### config.mk
export PLATFORM = sky130hd
export DESIGN_NAME = vga_timing_gen_flat
export DESIGN_NICKNAME = d
export VERILOG_FILES = /design/src/rtl/vga_if.sv /design/src/rtl/vga_timing_gen.sv /design/src/flat_wrapper.sv
export SDC_FILE = /design/constraint.sdc
export NUM_CORES = 1
export LEC_CHECK = 0
export ABC_CLOCK_PERIOD_IN_PS = 4000
export CAP_MARGIN = 20
export CELL_PAD_IN_SITES_DETAIL_PLACEMENT = 0
export CELL_PAD_IN_SITES_GLOBAL_PLACEMENT = 1
export CORE_ASPECT_RATIO = 0.5
export CORE_MARGIN = 2
export CORE_UTILIZATION = 35
export CTS_CLUSTER_DIAMETER = 30
export DETAILED_ROUTE_END_ITERATION = 12
export PLACE_DENSITY_LB_ADDON = 0.1
export SYNTH_ARGS = -nofsm -noshare
export SYNTH_HDL_FRONTEND = slang
export SYNTH_SLANG_ARGS = --single-unit
### constraint.sdc
create_clock -name clk_in -period 4 [get_ports clk_in]
set_clock_uncertainty 0.2 [all_clocks]
set_input_delay 0.4 -clock clk_in [delete_from_list [all_inputs] [get_ports clk_in]]
set_output_delay 0.4 -clock clk_in [all_outputs]
set_load 0.03 [all_outputs]
### src/rtl/vga_if.sv
// VGA timing bundle: pixel/line counters plus sync and blank, shared by the
// timing source and every renderer that consumes it.
interface vga_if #(
    parameter int HCOUNT_WIDTH = 10,
    parameter int VCOUNT_WIDTH = 10
);
    logic [HCOUNT_WIDTH-1:0] hcount;
    logic [VCOUNT_WIDTH-1:0] vcount;
    logic                    hsync;
    logic                    vsync;
    logic                    blank;

    modport src (output hcount, vcount, hsync, vsync, blank);
    modport dst (input  hcount, vcount, hsync, vsync, blank);
endinterface

### src/rtl/vga_timing_gen.sv
// VGA raster timing source (640x480@60 by default). Counters advance on a
// pixel-enable strobe in the system clock domain; sync/blank are decoded
// from the next counter state and registered alongside the counters so all
// outputs change together with zero skew.
module vga_timing_gen #(
    parameter int   H_ACTIVE     = 640,
    parameter int   H_FP         = 16,
    parameter int   H_SYNC       = 96,
    parameter int   H_BP         = 48,
    parameter int   V_ACTIVE     = 480,
    parameter int   V_FP         = 10,
    parameter int   V_SYNC       = 2,
    parameter int   V_BP         = 33,
    parameter logic SYNC_ACTIVE  = 1'b0,
    parameter int   HCOUNT_WIDTH = 10,
    parameter int   VCOUNT_WIDTH = 10
) (
    input  logic clk_in,
    input  logic rst_in,
    input  logic pix_en_in,
    vga_if.src   vga_out,
    output logic line_start_out,
    output logic frame_start_out
);
    localparam int H_TOTAL = H_ACTIVE + H_FP + H_SYNC + H_BP;
    localparam int V_TOTAL = V_ACTIVE + V_FP + V_SYNC + V_BP;

    generate
        if (H_TOTAL - 1 >= (1 << HCOUNT_WIDTH)) begin : g_h_width_chk
            $error("vga_timing_gen: H_TOTAL-1 does not fit in HCOUNT_WIDTH");
        end
        if (V_TOTAL - 1 >= (1 << VCOUNT_WIDTH)) begin : g_v_width_chk
            $error("vga_timing_gen: V_TOTAL-1 does not fit in VCOUNT_WIDTH");
        end
    endgenerate

    localparam logic [HCOUNT_WIDTH-1:0] H_LAST     = HCOUNT_WIDTH'(H_TOTAL - 1);
    localparam logic [VCOUNT_WIDTH-1:0] V_LAST     = VCOUNT_WIDTH'(V_TOTAL - 1);
    localparam logic [HCOUNT_WIDTH-1:0] H_BLANK_AT = HCOUNT_WIDTH'(H_ACTIVE);
    localparam logic [VCOUNT_WIDTH-1:0] V_BLANK_AT = VCOUNT_WIDTH'(V_ACTIVE);
    localparam logic [HCOUNT_WIDTH-1:0] HS_START   = HCOUNT_WIDTH'(H_ACTIVE + H_FP);
    localparam logic [HCOUNT_WIDTH-1:0] HS_END     = HCOUNT_WIDTH'(H_ACTIVE + H_FP + H_SYNC);
    localparam logic [VCOUNT_WIDTH-1:0] VS_START   = VCOUNT_WIDTH'(V_ACTIVE + V_FP);
    localparam logic [VCOUNT_WIDTH-1:0] VS_END     = VCOUNT_WIDTH'(V_ACTIVE + V_FP + V_SYNC);

    logic [HCOUNT_WIDTH-1:0] h_q, h_next;
    logic [VCOUNT_WIDTH-1:0] v_q, v_next;
    logic                    h_wrap, v_wrap;
    logic                    hsync_q, vsync_q, blank_q;
    logic                    hsync_next, vsync_next, blank_next;

    // Next raster position; vcount only moves on the edge where hcount wraps.
    always_comb begin
        h_wrap = (h_q == H_LAST);
        v_wrap = (v_q == V_LAST);
        h_next = h_wrap ? '0 : h_q + 1'b1;
        v_next = v_q;
        if (h_wrap) begin
            v_next = v_wrap ? '0 : v_q + 1'b1;
        end
    end

    // Decode sync/blank from the position that will be presented next, so the
    // registered decode lines up with the registered counters.
    always_comb begin
        blank_next = (h_next >= H_BLANK_AT) || (v_next >= V_BLANK_AT);
        hsync_next = ((h_next >= HS_START) && (h_next < HS_END)) ? SYNC_ACTIVE : ~SYNC_ACTIVE;
        vsync_next = ((v_next >= VS_START) && (v_next < VS_END)) ? SYNC_ACTIVE : ~SYNC_ACTIVE;
    end

    // Counter/decode registers plus strobes; strobes self-clear on the next clock.
    always_ff @(posedge clk_in or posedge rst_in) begin
        if (rst_in) begin
            h_q             <= '0;
            v_q             <= '0;
            blank_q         <= 1'b0;
            hsync_q         <= ~SYNC_ACTIVE;
            vsync_q         <= ~SYNC_ACTIVE;
            line_start_out  <= 1'b0;
            frame_start_out <= 1'b0;
        end else begin
            line_start_out  <= pix_en_in && h_wrap;
            frame_start_out <= pix_en_in && h_wrap && v_wrap;
            if (pix_en_in) begin
                h_q     <= h_next;
                v_q     <= v_next;
                blank_q <= blank_next;
                hsync_q <= hsync_next;
                vsync_q <= vsync_next;
            end
        end
    end

    assign vga_out.hcount = h_q;
    assign vga_out.vcount = v_q;
    assign vga_out.hsync  = hsync_q;
    assign vga_out.vsync  = vsync_q;
    assign vga_out.blank  = blank_q;
endmodule

### src/flat_wrapper.sv
// flat-port wrapper written by rule: the top's interface ports become plain ports
module vga_timing_gen_flat 
#(
    parameter int   H_ACTIVE     = 640,
    parameter int   H_FP         = 16,
    parameter int   H_SYNC       = 96,
    parameter int   H_BP         = 48,
    parameter int   V_ACTIVE     = 480,
    parameter int   V_FP         = 10,
    parameter int   V_SYNC       = 2,
    parameter int   V_BP         = 33,
    parameter logic SYNC_ACTIVE  = 1'b0,
    parameter int   HCOUNT_WIDTH = 10,
    parameter int   VCOUNT_WIDTH = 10
)
  (clk_in, rst_in, pix_en_in, line_start_out, frame_start_out, vga_out_hcount, vga_out_vcount, vga_out_hsync, vga_out_vsync, vga_out_blank);
  vga_if #(.HCOUNT_WIDTH(HCOUNT_WIDTH), .VCOUNT_WIDTH(VCOUNT_WIDTH)) vga_out_i ();
  input  logic clk_in;
  input  logic rst_in;
  input  logic pix_en_in;
  output logic line_start_out;
  output logic frame_start_out;
  output wire logic [$bits(vga_out_i.hcount)-1:0] vga_out_hcount;
  output wire logic [$bits(vga_out_i.vcount)-1:0] vga_out_vcount;
  output wire logic [$bits(vga_out_i.hsync)-1:0] vga_out_hsync;
  output wire logic [$bits(vga_out_i.vsync)-1:0] vga_out_vsync;
  output wire logic [$bits(vga_out_i.blank)-1:0] vga_out_blank;
  assign vga_out_hcount = vga_out_i.hcount;
  assign vga_out_vcount = vga_out_i.vcount;
  assign vga_out_hsync = vga_out_i.hsync;
  assign vga_out_vsync = vga_out_i.vsync;
  assign vga_out_blank = vga_out_i.blank;
  vga_timing_gen #(.H_ACTIVE(H_ACTIVE), .H_FP(H_FP), .H_SYNC(H_SYNC), .H_BP(H_BP), .V_ACTIVE(V_ACTIVE), .V_FP(V_FP), .V_SYNC(V_SYNC), .V_BP(V_BP), .SYNC_ACTIVE(SYNC_ACTIVE), .HCOUNT_WIDTH(HCOUNT_WIDTH), .VCOUNT_WIDTH(VCOUNT_WIDTH)) u_core (.clk_in(clk_in), .rst_in(rst_in), .pix_en_in(pix_en_in), .vga_out(vga_out_i), .line_start_out(line_start_out), .frame_start_out(frame_start_out));
endmodule
== Word level (Yosys, flattened, before mapping) ==
Cells that the tools add are included.

* Add/sub/neg operators: 2
* Order comparisons: 6
* Eq/ne operators: 2
* Mux-type cells: 5
* Reductions and logical operators: 5

{| class="wikitable"
|+ Operators with widths
! kind !! count
|-
| $mux W10 || 3
|-
| $add A10 B1 Y10 const B || 2
|-
| $eq A10 B10 Y1 const B || 2
|-
| $ge A10 B10 Y1 const B || 2
|-
| $ge A10 B9 Y1 const B || 2
|-
| $lt A10 B10 Y1 const B || 1
|-
| $lt A10 B9 Y1 const B || 1
|-
| $logic_and A1 B1 Y1 || 4
|-
| $mux W1 || 2
|-
| $logic_or A1 B1 Y1 || 1
|}

* Register bits: 25
* Input bits: 3
* Output and inout port bits: 25
* Logic and storage cells: 27

== Logic depth before layout (Yosys ltp) ==
* Depth after elaboration: 6
* Depth in mapped cells: 8
* Depth with buffers taken out: 7

== Least setup slack after synthesis ==
OpenSTA, ideal clock, no wires.

* Kind: reg-to-reg
* Start point: register u_core.h_q[0] (netlist: u_core.vga_out.hcount[0])
* End point: register u_core.vsync_q (netlist: u_core.vga_out.vsync)
* Arrival: 2157 ps
* Required time: 3717 ps
* Slack: 1560 ps
* Cell stages (with the launch flop): 9
* Path buffers: 2
* Clock period less this slack: 2440 ps
* Cells stage by stage: dfrtp_1 ha_1 and4_1 clkbuf_1 and3_1 buf_4 o32ai_1 o211ai_1 o32a_1

* Longest elaborated chain between the ends: 5

{| class="wikitable"
|+ Ends and longest elaborated chain
! what !! RTL line !! source
|-
| start: declaration || vga_timing_gen.sv:46 || <nowiki>logic [HCOUNT_WIDTH-1:0] h_q, h_next;</nowiki>
|-
| start signal: assignment || vga_timing_gen.sv:85 || <nowiki>h_q <= h_next;</nowiki>
|-
| $eq A10 B10 Y1 (*) || vga_timing_gen.sv:54 || <nowiki>h_wrap = (h_q == H_LAST);</nowiki>
|-
| $mux W10 (*) || vga_timing_gen.sv:58 || <nowiki>if (h_wrap) begin</nowiki>
|-
| $ge A10 B9 Y1 / $lt A10 B9 Y1 (equally long branches) || vga_timing_gen.sv:68 || <nowiki>vsync_next = ((v_next >= VS_START) && (v_next < VS_END)) ? SYNC_ACTIVE : ~SYNC_ACTIVE;</nowiki>
|-
| $logic_and A1 B1 Y1 (*) || vga_timing_gen.sv:68 ||
|-
| $mux W1 (*) || vga_timing_gen.sv:68 ||
|-
| end signal: assignment || vga_timing_gen.sv:78 || <nowiki>vsync_q <= ~SYNC_ACTIVE;</nowiki>
|-
| end signal: assignment || vga_timing_gen.sv:89 || <nowiki>vsync_q <= vsync_next;</nowiki>
|-
| end: declaration || vga_timing_gen.sv:49 || <nowiki>logic hsync_q, vsync_q, blank_q;</nowiki>
|}

Every way passes the cells marked *; elsewhere a longest branch is shown, timed or not.
A chain may end at the register's enable or synchronous reset.

== Worst setup path after layout ==
Ends and elaborated chain as after synthesis.

==> reports/metrics.yaml <==
drive_gt1_frac: 0.0816
avgSynthCellArea_um2: 8.96
clk_latency_ns: 0.27
die_x_um: 98.7
postCtsResizedCells: 0
antenna_found_initial: 0
max_cap_violations: 0
fin_crit_ns: 2.61
power_density_nw_per_um2: 442
cp.required_ns: 4.00
ys_ff_latch: 25
drt_iter0_drc: 44
cts-root-buf: "clkbuf_8"
post_cts_buffers: 0
floorplan.die_area_um2: 5060
synth_area_leader_cell: "dfrtp_1"
top_usage_layer: "met2"
use_met1: 0.230
start_util: 0.360
vias_per_cell: 5.47
pin_count: 28
wl_um: 3760
tightest_slew_ns: 0.711
finalCritPeriodShare: 0.651
synthFlopType: "dfrtp_1"
cts_buffer_depth: 2
port_buffers: 27
htreeDepth: 1
met3_usage: 0.0451
synthCells: 175
place.detailed.hpwl_um: 2650
grt_pass1_vias: 1286
synthAdderAreaFrac: 0.0319
synth_area_um2: 1570
grt_max_degree: 26
worst-path-max-fanout: 13
synth_edf_count: 0
worstPathArrival_ns: 2.61
synth_cell_types: 45
row_count: 17
synthXorXnorAreaFrac: 0.0503
worstSetupPathType: "flop to flop"
power.total_mw: 0.855
setup_viol: 0
outcome: "complete, no violations"
synth_most_common_cell: "dfrtp_1"
grtUsageTotal: 0.162
ys_async_sr_fraction: 1.00
slew_headroom: 0.524
synth.cells.most_frequent: "dfrtp_1, nand2_1, o21ai_0"
ant_nets: 0
final_cells: 253
synth.area.mux_share: 0.0279
cts_buffers: 3
core-area_um2: 4360
wl_per_cell_um: 14.8
cts.clk_slew.worst_paths_ns: 0.09
synth-simple-area-share: 0.223
fillers: 435
cts_sinks: 25
cts_tree: "built"
ys_seq_area_frac: 0.401
gr-usage-met2: 0.256
hold-worst-slack_ns: 0.217
die_height_um: 51.3
fin_nets: 204
cts.hold.buffers_added: 0
ir_drop_uv: 331
syn_nets: 182
ys_warn_count: 0
gp_congestion: 0.813
vias: 1385
first_pass_iters: 4
dp_cells: 248
synth_top_area_frac: 0.367
synth_top_family_by_area: "simple AND/OR/NAND/NOR gates"
grt_pass1_wl_um: 6440
gr-total-overflow: 0
slew_viol_final: 0
syn2layout_area_growth_pct: 23.5
tns_ns: 0
drc: 0
max_freq_mhz: 384
rsz0062_at_grt: "no"
diodes: 0
min-delay-path-class: "input port to asynchronous set/reset pin"
critPathLaunchType: "flop"
placedInstanceArea_um2: 1860
cp-end-kind: "flop"
final-hold-violation-count: 0
p_leak_nw: 0.771
synth_area_leaders: "dfrtp_1, o21ai_0, and3_1"
layout.cell_area.non_filler_um2: 1940
synth_compound_area_frac: 0.212
## per-layer routing
metal / part of all wire / vias to the layer above
li1: - / 690
met1: 0.51 / 671
met2: 0.45 / 24
met3: 0.039 / 0
met4: 0 / 0
met5: 0 / -
## final cells by class
type                    count  area [um2]  area share
multi-input cells         129         856       0.442
well taps                  57        71.3      0.0368
clock buffers               4        45.0      0.0233
repair buffers             28         298       0.154
inverters                  10        37.5      0.0194
flip-flops and latches     25         628       0.324
## worst paths after layout
kind,from,endpoint,slack (ns),cells after the start
min,rst_in,u_core.vga_out.hcount[8]$_DFFE_PP0P_,0.22,2
max,u_core.vga_out.hcount[0]$_DFFE_PP0P_,u_core.vga_out.vsync$_DFFE_PP1P_,1.39,6
max in group asynchronous,rst_in,u_core.vga_out.vcount[8]$_DFFE_PP0P_,2.96,3
min reg2reg,u_core.vga_out.vsync$_DFFE_PP1P_,u_core.vga_out.vsync$_DFFE_PP1P_,0.33,1
max reg2reg,u_core.vga_out.hcount[0]$_DFFE_PP0P_,u_core.vga_out.vsync$_DFFE_PP1P_,1.39,6
min in group clk_in,u_core.vga_out.vsync$_DFFE_PP1P_,u_core.vga_out.vsync$_DFFE_PP1P_,0.33,1
## cells in the final DEF, fill, tap and decap left out, types with 5 or more instances in the layout
master           count
inv_1               10
nand4_1              5
and3_1               9
clkdlybuf4s50_1     27
a21oi_1              9
nand3_1              6
o31ai_1              5
xnor2_1              5
nand2_1             15
a31oi_1              7
o21ai_0             13
nor2_1               6
dfrtp_1             23
## worst max-delay path, cell delays in order (launching register included)
cell and delay (ns):
dfrtp_1 0.45, ha_1 0.26, and4_1 0.41, and3_1 0.54, and4_1 0.29, o211ai_1 0.09
o32a_1 0.29
## sequential cells by signal, summed over array words and instances (netlist names)
name	flops
u_core.vga_out.vcount	10
u_core.vga_out.hcount	10
u_core.frame_start_out	1
u_core.vga_out.hsync	1
u_core.vga_out.vsync	1
u_core.line_start_out	1
u_core.vga_out.blank	1
## stage by stage
stage / utilization / worst slack, ns
finish: 0.444 / 1.39
global route: 0.444 / 1.21
floorplan: - / 1.56
global placement: 0.427 / 1.48
detailed placement: 0.427 / 1.41
CTS: 0.438 / 1.43
## power by group
group          switching, mW  total, mW  internal [mW]
clock network         0.0811      0.152         0.0713
registers             0.0789      0.370          0.291
logic                  0.186      0.332          0.146
## cells by family after synthesis
family          after synthesis
compound gates               50
mux                           4
simple gates                 62
fa+ha+maj                     4
buf+inv                      21
xor+xnor                      9
flops                        25
No activity file was read; power rests on OpenSTA's default activity.
==> RTL change (config.mk and constraints unchanged) <==
`HCOUNT_WIDTH` is set to 10 in 3 places; all go to 11.
--- a/src/rtl/vga_if.sv
+++ b/src/rtl/vga_if.sv
@@ -2,5 +2,5 @@
 // timing source and every renderer that consumes it.
 interface vga_if #(
-    parameter int HCOUNT_WIDTH = 10,
+    parameter int HCOUNT_WIDTH = 11,
     parameter int VCOUNT_WIDTH = 10
 );
--- a/src/rtl/vga_timing_gen.sv
+++ b/src/rtl/vga_timing_gen.sv
@@ -13,5 +13,5 @@
     parameter int   V_BP         = 33,
     parameter logic SYNC_ACTIVE  = 1'b0,
-    parameter int   HCOUNT_WIDTH = 10,
+    parameter int   HCOUNT_WIDTH = 11,
     parameter int   VCOUNT_WIDTH = 10
 ) (
--- a/src/flat_wrapper.sv
+++ b/src/flat_wrapper.sv
@@ -11,5 +11,5 @@
     parameter int   V_BP         = 33,
     parameter logic SYNC_ACTIVE  = 1'b0,
-    parameter int   HCOUNT_WIDTH = 10,
+    parameter int   HCOUNT_WIDTH = 11,
     parameter int   VCOUNT_WIDTH = 10
 )
Ports: changed (resized vga_out_hcount); port bits go from 28 to 29. No check against the original RTL was run, so the function may have changed too.
==> RTL change against the original RTL <==
- design area grew 5.9%
- total power decreased by 4.5%
- via count grew 12%
- die area up 7.2%
- critical endpoint is now u_core.vga_out.vcount[7]
- sequential cell count grew 1
- first-iteration DRC count shrank 43%
- setup slack got worse by 32 ps
- synthesized area up 7.7%
- wire length is 16% higher
- critical path type unchanged
==> RTL change: results (changes against the original RTL) <==
| Metric | Value |
|---|---|
| Setup WS pre-CTS | `1420 ps (+11.6 ps)` |
| Distinct cells, synth | `52 (+16%)` |
| Mapped Nets | `199 (+9.3%)` |
| RR Endpoint | `u_core.vga_out.vcount[7]` |
| Highest routing layer actually used | `met4` |
| Power Dens Cells | `398 nW/um2 (-9.9%)` |
| First-pass GRT wire length | `7460 um (+16%)` |
| Critical path arrival | `2600 ps (about the same)` |
| Status | `completed` |
| Seq/Total Area, Yosys | `38.7% (-1.4 points)` |
| Met3 GRT Util | `4.23% (-0.29 points)` |
| Vias in the first global route | `1,454 (+13%)` |
| Grt met1 use | `25.6% (+2.6 points)` |
| I/O Buffers | `28 (+3.7%)` |
| Top cells by count, synth | `dfrtp_1, nand2_1, nand3_1` |
| Hold_ws | `231 ps (+13.6 ps)` |
| Gr usage total | `17.9% (+1.8 points)` |
| CP max stage delay | `410 ps (-130 ps)` |
| Layout cells sized above 1 | `5.12% (-3.0 points)` |
| Pin count of the biggest net entering global routing | `27 (+3.8%)` |
| Max IR drop VDD | `0.167 mV (-50%)` |
| Post-Syn Instances | `193 (+10%)` |
| Met3 routed wirelength | `188 um (+29%)` |
| Filler cell count in the final layout | `471 (+8.3%)` |
| Met2 WL post-DR | `1900 um (+12%)` |
| Final GP Congestion | `0.823 (+1.2%)` |
| 1st-iter DRT viols | `25 (-43%)` |
| Switch share | `38.9% (-1.6 points)` |
| P_sw | `318 uW (-8.2%)` |
| Flop-to-flop setup slack | `1360 ps (-30 ps)` |
| Final wirelength | `4350 um (+16%)` |
RTL change: cell families (layout without fill, tap and decap cells):
logic type	after synthesis	count (layout)	share of synthesized area, %
simple gates	78	78	24.7
fa+ha+maj	3	3	2.22
mux	3	3	1.85
buf+inv	21	43	6.97
xor+xnor	5	5	2.59
compound gates	57	57	23.0
flops	26	26	38.7
RTL change: worst max-delay path by stage:
stage	cells after the start	slack (ps)	to
after floorplan	9	1580	u_core.vga_out.blank
after global placement	8	1440	u_core.vga_out.vcount[7]
after detailed placement	8	1420	u_core.vga_out.vcount[7]
after CTS	8	1390	u_core.vga_out.vcount[7]
after global routing	8	1150	u_core.vga_out.vcount[7]
final	8	1360	u_core.vga_out.vcount[7]
RTL change: area by class of cell:
| class | instances | area share, % |
|---|---|---|
| clock buffer | 4 | 2.20 |
| inverter | 8 | 1.46 |
| multi-input combinational | 146 | 44.7 |
| sequential | 26 | 31.8 |
| tap | 66 | 4.03 |
| timing repair buffer | 31 | 15.7 |
